[src/rtl/wb_arbiter_pkg.sv]
// ============================================================================
// Module  : wb_arbiter_pkg
// Brief   : Shared widths and writeback source encoding for the writeback slice
// Revision: 1.0 - initial release
// ============================================================================
`default_nettype none

package wb_arbiter_pkg;

    localparam int WB_WIDTH     = 32;
    localparam int WB_REG_WIDTH = 5;
    localparam int WB_DEPTH     = 2;

    typedef enum logic [1:0] {
        SRC_NONE = 2'd0,
        SRC_LSU  = 2'd1,
        SRC_ALU  = 2'd2
    } wb_src_e;

endpackage

`default_nettype wire

[src/rtl/wb_fifo.sv]
// ============================================================================
// Module  : wb_fifo
// Brief   : In-order {rd,data} FIFO; exposes every entry in age order (0 = head)
// Revision: 1.0 - initial release
// ============================================================================
`default_nettype none

module wb_fifo
    import wb_arbiter_pkg::*;
#(
    parameter int WIDTH     = WB_WIDTH,
    parameter int REG_WIDTH = WB_REG_WIDTH,
    parameter int DEPTH     = WB_DEPTH
) (
    input  logic                         clk,
    input  logic                         rst,
    input  logic                         flush,
    input  logic                         push,
    input  logic [REG_WIDTH-1:0]         push_rd,
    input  logic [WIDTH-1:0]             push_data,
    input  logic                         pop,
    output logic                         full,
    output logic                         empty,
    output logic [DEPTH-1:0]             ent_valid,
    output logic [DEPTH*REG_WIDTH-1:0]   ent_rd,
    output logic [DEPTH*WIDTH-1:0]       ent_data
);

    localparam int AW = $clog2(DEPTH);
    localparam int PW = AW + 1;

    logic [PW-1:0]        r_wr_ptr;
    logic [PW-1:0]        r_rd_ptr;
    logic [PW-1:0]        w_count;
    logic [REG_WIDTH-1:0] r_mem_rd   [DEPTH];
    logic [WIDTH-1:0]     r_mem_data [DEPTH];
    logic                 w_do_push;
    logic                 w_do_pop;

    assign full      = (r_wr_ptr[AW] != r_rd_ptr[AW]) &&
                       (r_wr_ptr[AW-1:0] == r_rd_ptr[AW-1:0]);
    assign empty     = (r_wr_ptr == r_rd_ptr);
    assign w_count   = r_wr_ptr - r_rd_ptr;
    assign w_do_push = push && !full && !flush;
    assign w_do_pop  = pop && !empty && !flush;

    always_ff @(posedge clk or posedge rst) begin
        if (rst) begin
            r_wr_ptr <= '0;
            r_rd_ptr <= '0;
        end else if (flush) begin
            r_wr_ptr <= '0;
            r_rd_ptr <= '0;
        end else begin
            if (w_do_push) r_wr_ptr <= r_wr_ptr + PW'(1);
            if (w_do_pop)  r_rd_ptr <= r_rd_ptr + PW'(1);
        end
    end

    // Payload storage carries no reset; occupancy is tracked by the pointers.
    always_ff @(posedge clk) begin
        if (w_do_push) begin
            r_mem_rd[r_wr_ptr[AW-1:0]]   <= push_rd;
            r_mem_data[r_wr_ptr[AW-1:0]] <= push_data;
        end
    end

    for (genvar gi = 0; gi < DEPTH; gi++) begin : g_ent
        localparam logic [AW-1:0] c_off = AW'(gi);
        logic [AW-1:0] w_idx;
        assign w_idx         = r_rd_ptr[AW-1:0] + c_off;
        assign ent_valid[gi] = (w_count > PW'(gi));
        assign ent_rd[gi*REG_WIDTH +: REG_WIDTH] = r_mem_rd[w_idx];
        assign ent_data[gi*WIDTH +: WIDTH]       = r_mem_data[w_idx];
    end

endmodule

`default_nettype wire

[src/rtl/wb_arbiter.sv]
// ============================================================================
// Module  : wb_arbiter
// Brief   : Writeback arbiter: LSU results beat queued ALU results onto the
//           single register-file write port; publishes pending-write mask.
//           Optional bypass search enabled by defining WB_BYPASS_EN.
// Revision: 1.0 - initial release
// ============================================================================
`default_nettype none

module wb_arbiter
    import wb_arbiter_pkg::*;
#(
    parameter int WIDTH     = WB_WIDTH,
    parameter int REG_WIDTH = WB_REG_WIDTH,
    parameter int DEPTH     = WB_DEPTH,
    parameter int REG_NUM   = 1 << REG_WIDTH
) (
    input  logic                 clk,
    input  logic                 rst,
    input  logic                 flush,
    input  logic                 alu_valid,
    output logic                 alu_ready,
    input  logic                 alu_wen,
    input  logic [REG_WIDTH-1:0] alu_rd,
    input  logic [WIDTH-1:0]     alu_data,
    input  logic                 lsu_valid,
    input  logic [REG_WIDTH-1:0] lsu_rd,
    input  logic [WIDTH-1:0]     lsu_data,
    output logic                 rf_wen,
    output logic [REG_WIDTH-1:0] rf_waddr,
    output logic [WIDTH-1:0]     rf_wdata,
    output logic [REG_NUM-1:0]   pend_mask,
    input  logic [REG_WIDTH-1:0] byp_raddr1,
    input  logic [REG_WIDTH-1:0] byp_raddr2,
    output logic                 byp_hit1,
    output logic                 byp_hit2,
    output logic [WIDTH-1:0]     byp_data1,
    output logic [WIDTH-1:0]     byp_data2
);

    logic                       w_full;
    logic                       w_empty;
    logic [DEPTH-1:0]           w_ent_valid;
    logic [DEPTH*REG_WIDTH-1:0] w_ent_rd;
    logic [DEPTH*WIDTH-1:0]     w_ent_data;
    logic                       w_lsu_win;
    logic                       w_push;
    logic                       w_pop;
    wb_src_e                    w_src;
    logic [REG_WIDTH-1:0]       w_win_rd;
    logic [WIDTH-1:0]           w_win_data;
    logic [REG_NUM-1:0]         w_mask_nxt;

    // Writes to x0 and non-writing results are accepted but never queued.
    assign w_lsu_win = lsu_valid && (lsu_rd != '0);
    assign w_push    = alu_valid && !w_full && alu_wen && (alu_rd != '0) && !flush;
    assign w_pop     = !w_lsu_win && !w_empty && !flush;
    assign alu_ready = !w_full;

    wb_fifo #(
        .WIDTH     (WIDTH),
        .REG_WIDTH (REG_WIDTH),
        .DEPTH     (DEPTH)
    ) u_fifo (
        .clk       (clk),
        .rst       (rst),
        .flush     (flush),
        .push      (w_push),
        .push_rd   (alu_rd),
        .push_data (alu_data),
        .pop       (w_pop),
        .full      (w_full),
        .empty     (w_empty),
        .ent_valid (w_ent_valid),
        .ent_rd    (w_ent_rd),
        .ent_data  (w_ent_data)
    );

    always_comb begin
        w_src      = SRC_NONE;
        w_win_rd   = '0;
        w_win_data = '0;
        if (w_lsu_win)  w_src = SRC_LSU;
        else if (w_pop) w_src = SRC_ALU;
        case (w_src)
            SRC_LSU: begin
                w_win_rd   = lsu_rd;
                w_win_data = lsu_data;
            end
            SRC_ALU: begin
                w_win_rd   = w_ent_rd[REG_WIDTH-1:0];
                w_win_data = w_ent_data[WIDTH-1:0];
            end
            default: begin
                w_win_rd   = '0;
                w_win_data = '0;
            end
        endcase
    end

    // Mask is built from the post-edge contents so it lines up with rf_*.
    always_comb begin
        w_mask_nxt = '0;
        if (!flush) begin
            for (int i = 0; i < DEPTH; i++) begin
                if (w_ent_valid[i] && !(w_pop && (i == 0)))
                    w_mask_nxt[w_ent_rd[i*REG_WIDTH +: REG_WIDTH]] = 1'b1;
            end
            if (w_push) w_mask_nxt[alu_rd] = 1'b1;
        end
        if (w_src != SRC_NONE) w_mask_nxt[w_win_rd] = 1'b1;
    end

    always_ff @(posedge clk or posedge rst) begin
        if (rst) begin
            rf_wen    <= 1'b0;
            rf_waddr  <= '0;
            rf_wdata  <= '0;
            pend_mask <= '0;
        end else begin
            rf_wen    <= (w_src != SRC_NONE);
            pend_mask <= w_mask_nxt;
            if (w_src != SRC_NONE) begin
                rf_waddr <= w_win_rd;
                rf_wdata <= w_win_data;
            end
        end
    end

`ifdef WB_BYPASS_EN
    logic [REG_WIDTH-1:0] w_raddr [2];
    assign w_raddr[0] = byp_raddr1;
    assign w_raddr[1] = byp_raddr2;

    // Later matches overwrite earlier ones, so the youngest pending value wins.
    for (genvar gp = 0; gp < 2; gp++) begin : g_byp
        logic             w_hit;
        logic [WIDTH-1:0] w_data;
        always_comb begin
            w_hit  = 1'b0;
            w_data = '0;
            if (rf_wen && (rf_waddr == w_raddr[gp])) begin
                w_hit  = 1'b1;
                w_data = rf_wdata;
            end
            for (int i = 0; i < DEPTH; i++) begin
                if (w_ent_valid[i] && (w_ent_rd[i*REG_WIDTH +: REG_WIDTH] == w_raddr[gp])) begin
                    w_hit  = 1'b1;
                    w_data = w_ent_data[i*WIDTH +: WIDTH];
                end
            end
            if (w_raddr[gp] == '0) begin
                w_hit  = 1'b0;
                w_data = '0;
            end
        end
    end

    assign byp_hit1  = g_byp[0].w_hit;
    assign byp_data1 = g_byp[0].w_data;
    assign byp_hit2  = g_byp[1].w_hit;
    assign byp_data2 = g_byp[1].w_data;
`else
    logic w_unused_byp;
    assign w_unused_byp = ^{byp_raddr1, byp_raddr2, w_ent_data[DEPTH*WIDTH-1:WIDTH]};
    assign byp_hit1  = 1'b0;
    assign byp_hit2  = 1'b0;
    assign byp_data1 = '0;
    assign byp_data2 = '0;
`endif

endmodule

`default_nettype wire

[config.mk]
export PLATFORM = sky130hd
export DESIGN_NAME = wb_arbiter
export DESIGN_NICKNAME = d
export VERILOG_FILES = /design/src/rtl/wb_arbiter_pkg.sv /design/src/rtl/wb_fifo.sv /design/src/rtl/wb_arbiter.sv
export SDC_FILE = /design/constraint.sdc
export NUM_CORES = 1
export LEC_CHECK = 0
export CAP_MARGIN = 10
export CELL_PAD_IN_SITES_DETAIL_PLACEMENT = 1
export CELL_PAD_IN_SITES_GLOBAL_PLACEMENT = 1
export CORE_AREA = 2 2 156 127
export DETAILED_ROUTE_END_ITERATION = 16
export DIE_AREA = 0 0 158 129
export PLACE_DENSITY = 0.9
export SLEW_MARGIN = 20
export SYNTH_ARGS = -nofsm -noshare
export SYNTH_HDL_FRONTEND = slang
export SYNTH_SLANG_ARGS = --single-unit
export TNS_END_PERCENT = 10
[constraint.sdc]
create_clock -name clk -period 5.05 [get_ports clk]
set_input_delay 1.2625 -clock clk [delete_from_list [all_inputs] [get_ports clk]]
set_output_delay 1.2625 -clock clk [all_outputs]
set_load 0.02 [all_outputs]
==> impl_metrics.tcl <==
set metrics [dict create \
    status "complete, no violations" \
    dpl.hpwl_mm 14.6 \
    peakVddDrop_mv 0.239 \
    drt_iter0_drc 523 \
    drt-total-wl_mm 21.6 \
    synth_top_family_by_area "compound AO/OA/AOI/OAI gates" \
    firstDrtPassIters 7 \
    fp.dieArea_mm2 0.0204 \
    skew_ps 11.2 \
    synthTopCellsByArea "edfxtp_1, dfrtp_1, buf_4" \
    cts_made_buffers 17 \
    clk_latency_ps 440 \
    finalHoldViolCount 0 \
    critPathCaptureType "flop" \
    clkPwrFrac_pct 36.6 \
    grt_first_pass_wirelength_mm 33.1 \
    yosys-top-cells-count "dfrtp_1, edfxtp_1, buf_4, o22ai_1, nor2_1" \
    wl_per_cell_um 20.0 \
    fin_crit_ps 3660 \
    tns_ps 0 \
    synth-compound-area-share_pct 17.1 \
    grt.overflow.total 0 \
    yosys.area_share.adder_pct 0.173 \
    worstMarginPinSlew_ps 1140 \
    synthMuxAreaShare_pct 6.18 \
    fin_crit_sh_pct 72.5 \
    ys_warn_count 0 \
    worstSetupPathType "in -> reg" \
    grt_max_degree 71 \
    seq_area_frac_synth_pct 56.3 \
    vias 5865 \
    cts_resized 0 \
    fmax_mhz 273 \
    htreeDepth 4 \
    synthCells 668 \
    synth_edf_count 74 \
    grt_antenna_before_repair 0 \
    rsz0062_at_grt "no" \
    synth_ff_type "edfxtp_1" \
    yosys.area.top_type "edfxtp_1" \
    max-cap-violations 0 \
    synthDistinctLibCells 48 \
    syn_to_final_growth_pct 29.4 \
    clk_path_buf_depth 2 \
    leakage_nw 3.50 \
    antenna_left 0 \
    synthArstFlopShare_pct 50.0 \
    layout.nets 902 \
    combPwrFrac_pct 23.4 \
    slew_viol_final 0 \
    synth_top_cell_area_share_pct 30.7 \
    clk_pin_slew_ps 70 \
    grtUsageTotal_pct 21.5 \
    yosys.area_share.simple_pct 9.53 \
    chipHeight_um 129 \
    grt_pass1_vias 5958 \
    cp_max_fo 35 \
    startpoint_type "input port" \
    root_buffer "clkbuf_16" \
    cellPowerDensity_mw_per_mm2 372 \
    min_path_type "reg -> reg" \
    cts_tree "done" \
    p_sw_share_pct 32.2 \
    cts_sinks 148 \
    layout-drive-gt1-share_pct 7.52 \
    switchingPower_w 0.00112 \
    setup-violations-final 0 \
    diodes 0 \
    p_seq_share_pct 40.0 \
    internal-power_w 0.00236 \
    initial_core_util_pct 38.5 \
    final_util_pct 49.8 \
    post-cts-setup-buffer-count 0 \
    num_rows 45 \
    synth_seq_cells 148 \
    gp_congestion 0.909 \
    synth_area_mm2 0.00723 \
    ctsHoldBuffers 0 \
    syn_avg_cell_area_um2 10.8 \
    drc 0 \
    vias_per_cell 5.42 \
    worstPathArrival_ps 3910 \
    worstPathRequired_ps 5300 \
    io_buffers 150 \
    synthXorXnorAreaFrac_pct 1.04 \
    num_io_pins 227 \
    die_w_um 158 \
    slew-limit-headroom_pct 23.7 \
    core_mm2 0.0188 \
]
[stage by stage]
step	hold slack (ps)	std cells	power (W)	cell area (um2)	worst slack (ps)
final	535	1082	0.00348	9360	1390
after global routing	581	1082	0.00362	9360	1300
after CTS	534	1082	0.00349	9360	1460
after detailed placement	518	1050	0.00222	8770	992
after global placement	499	1050	0.00218	8770	1150
after floorplan	595	733	0.00193	7480	1160
[path summary, 6_finish.rpt]
path	startpoint	to	slack, ps	cells after the start
worst max-delay path	lsu_rd[1]	pend_mask[6]	1390	6
worst min-delay path	rf_waddr[4]	rf_waddr[4]	530	2
worst max register to register	u_fifo.r_rd_ptr[0]	pend_mask[6]	1720	4
worst min register to register	rf_waddr[4]	rf_waddr[4]	530	2
max in group asynchronous	rst	pend_mask[11]	2820	3
min in group asynchronous	rst	rf_wdata[11]	1310	2
[flip-flops by register name, indices dropped and copies added (netlist names)]
| name | count |
|---|---|
| u_fifo.r_rd_ptr | 2 |
| rf_wdata | 32 |
| rf_wen | 1 |
| u_fifo.r_mem_rd | 10 |
| pend_mask | 32 |
| rf_waddr | 5 |
| u_fifo.r_wr_ptr | 2 |
| u_fifo.r_mem_data | 64 |
[final cells by class]
class,instances,area [um2]
tap,258,323
multi-input combinational,472,2730
timing repair buffer,165,1610
fill,2055,9440
clock inverter,15,169
inverter,7,27.5
sequential,148,4080
clock buffer,17,425
[power groups by stage]
| stage | Clock (W) | Sequential [W] | Combinational [W] |
|---|---|---|---|
| 2_1_floorplan | 0 | 0.00148 | 0.000451 |
| 6_report | 0.00127 | 0.00139 | 0.000813 |
| 4_1_cts | 0.00129 | 0.00139 | 0.000810 |
| 3_5_place_dp | 0 | 0.00142 | 0.000800 |
| 3_3_place_gp | 0 | 0.00141 | 0.000772 |
| 5_1_grt | 0.00135 | 0.00140 | 0.000875 |
[metal layers]
metal	track usage [%]	routed length, um	part of all wire [%]	up-vias
met1	26.8	8530	40	2853
li1	-	-	-	2648
met2	35.3	10600	49	308
met4	7.79	546	2.5	0
met5	0	0	0	-
met3	6.94	1930	8.9	56
[kinds of logic (layout without fill, tap and decap cells)]
| family | count (synthesis) | count (layout) |
|---|---|---|
| AO/OA/AOI/OAI | 209 | 209 |
| XOR/XNOR | 6 | 6 |
| adder cells (fa/ha/maj) | 1 | 1 |
| buffers and inverters | 113 | 204 |
| flip-flops | 148 | 148 |
| multiplexers | 44 | 44 |
| other | 1 | 66 |
| AND/OR/NAND/NOR | 146 | 146 |
[layout by cell type (no fill, tap or decap), types with 8 or more instances in the layout]
master and count:
edfxtp_1 74, nor2_1 50, nand3_1 9, conb_1 66
clkdlybuf4s50_1 150, o21ai_0 43, o21ai_1 8, nand2_1 47
a21oi_1 39, clkbuf_16 17, dfrtp_1 73, buf_4 15
a31oi_1 33, mux2i_1 39, o22ai_1 64, nor3_1 9
[critical path, stage by stage]
cell,delay (ps)
clkdlybuf4s50_1,550
or2_1,200
o41a_2,540
nor2_1,190
a32oi_1,870
o22ai_1,290
Power figures use the tool's default switching activity.
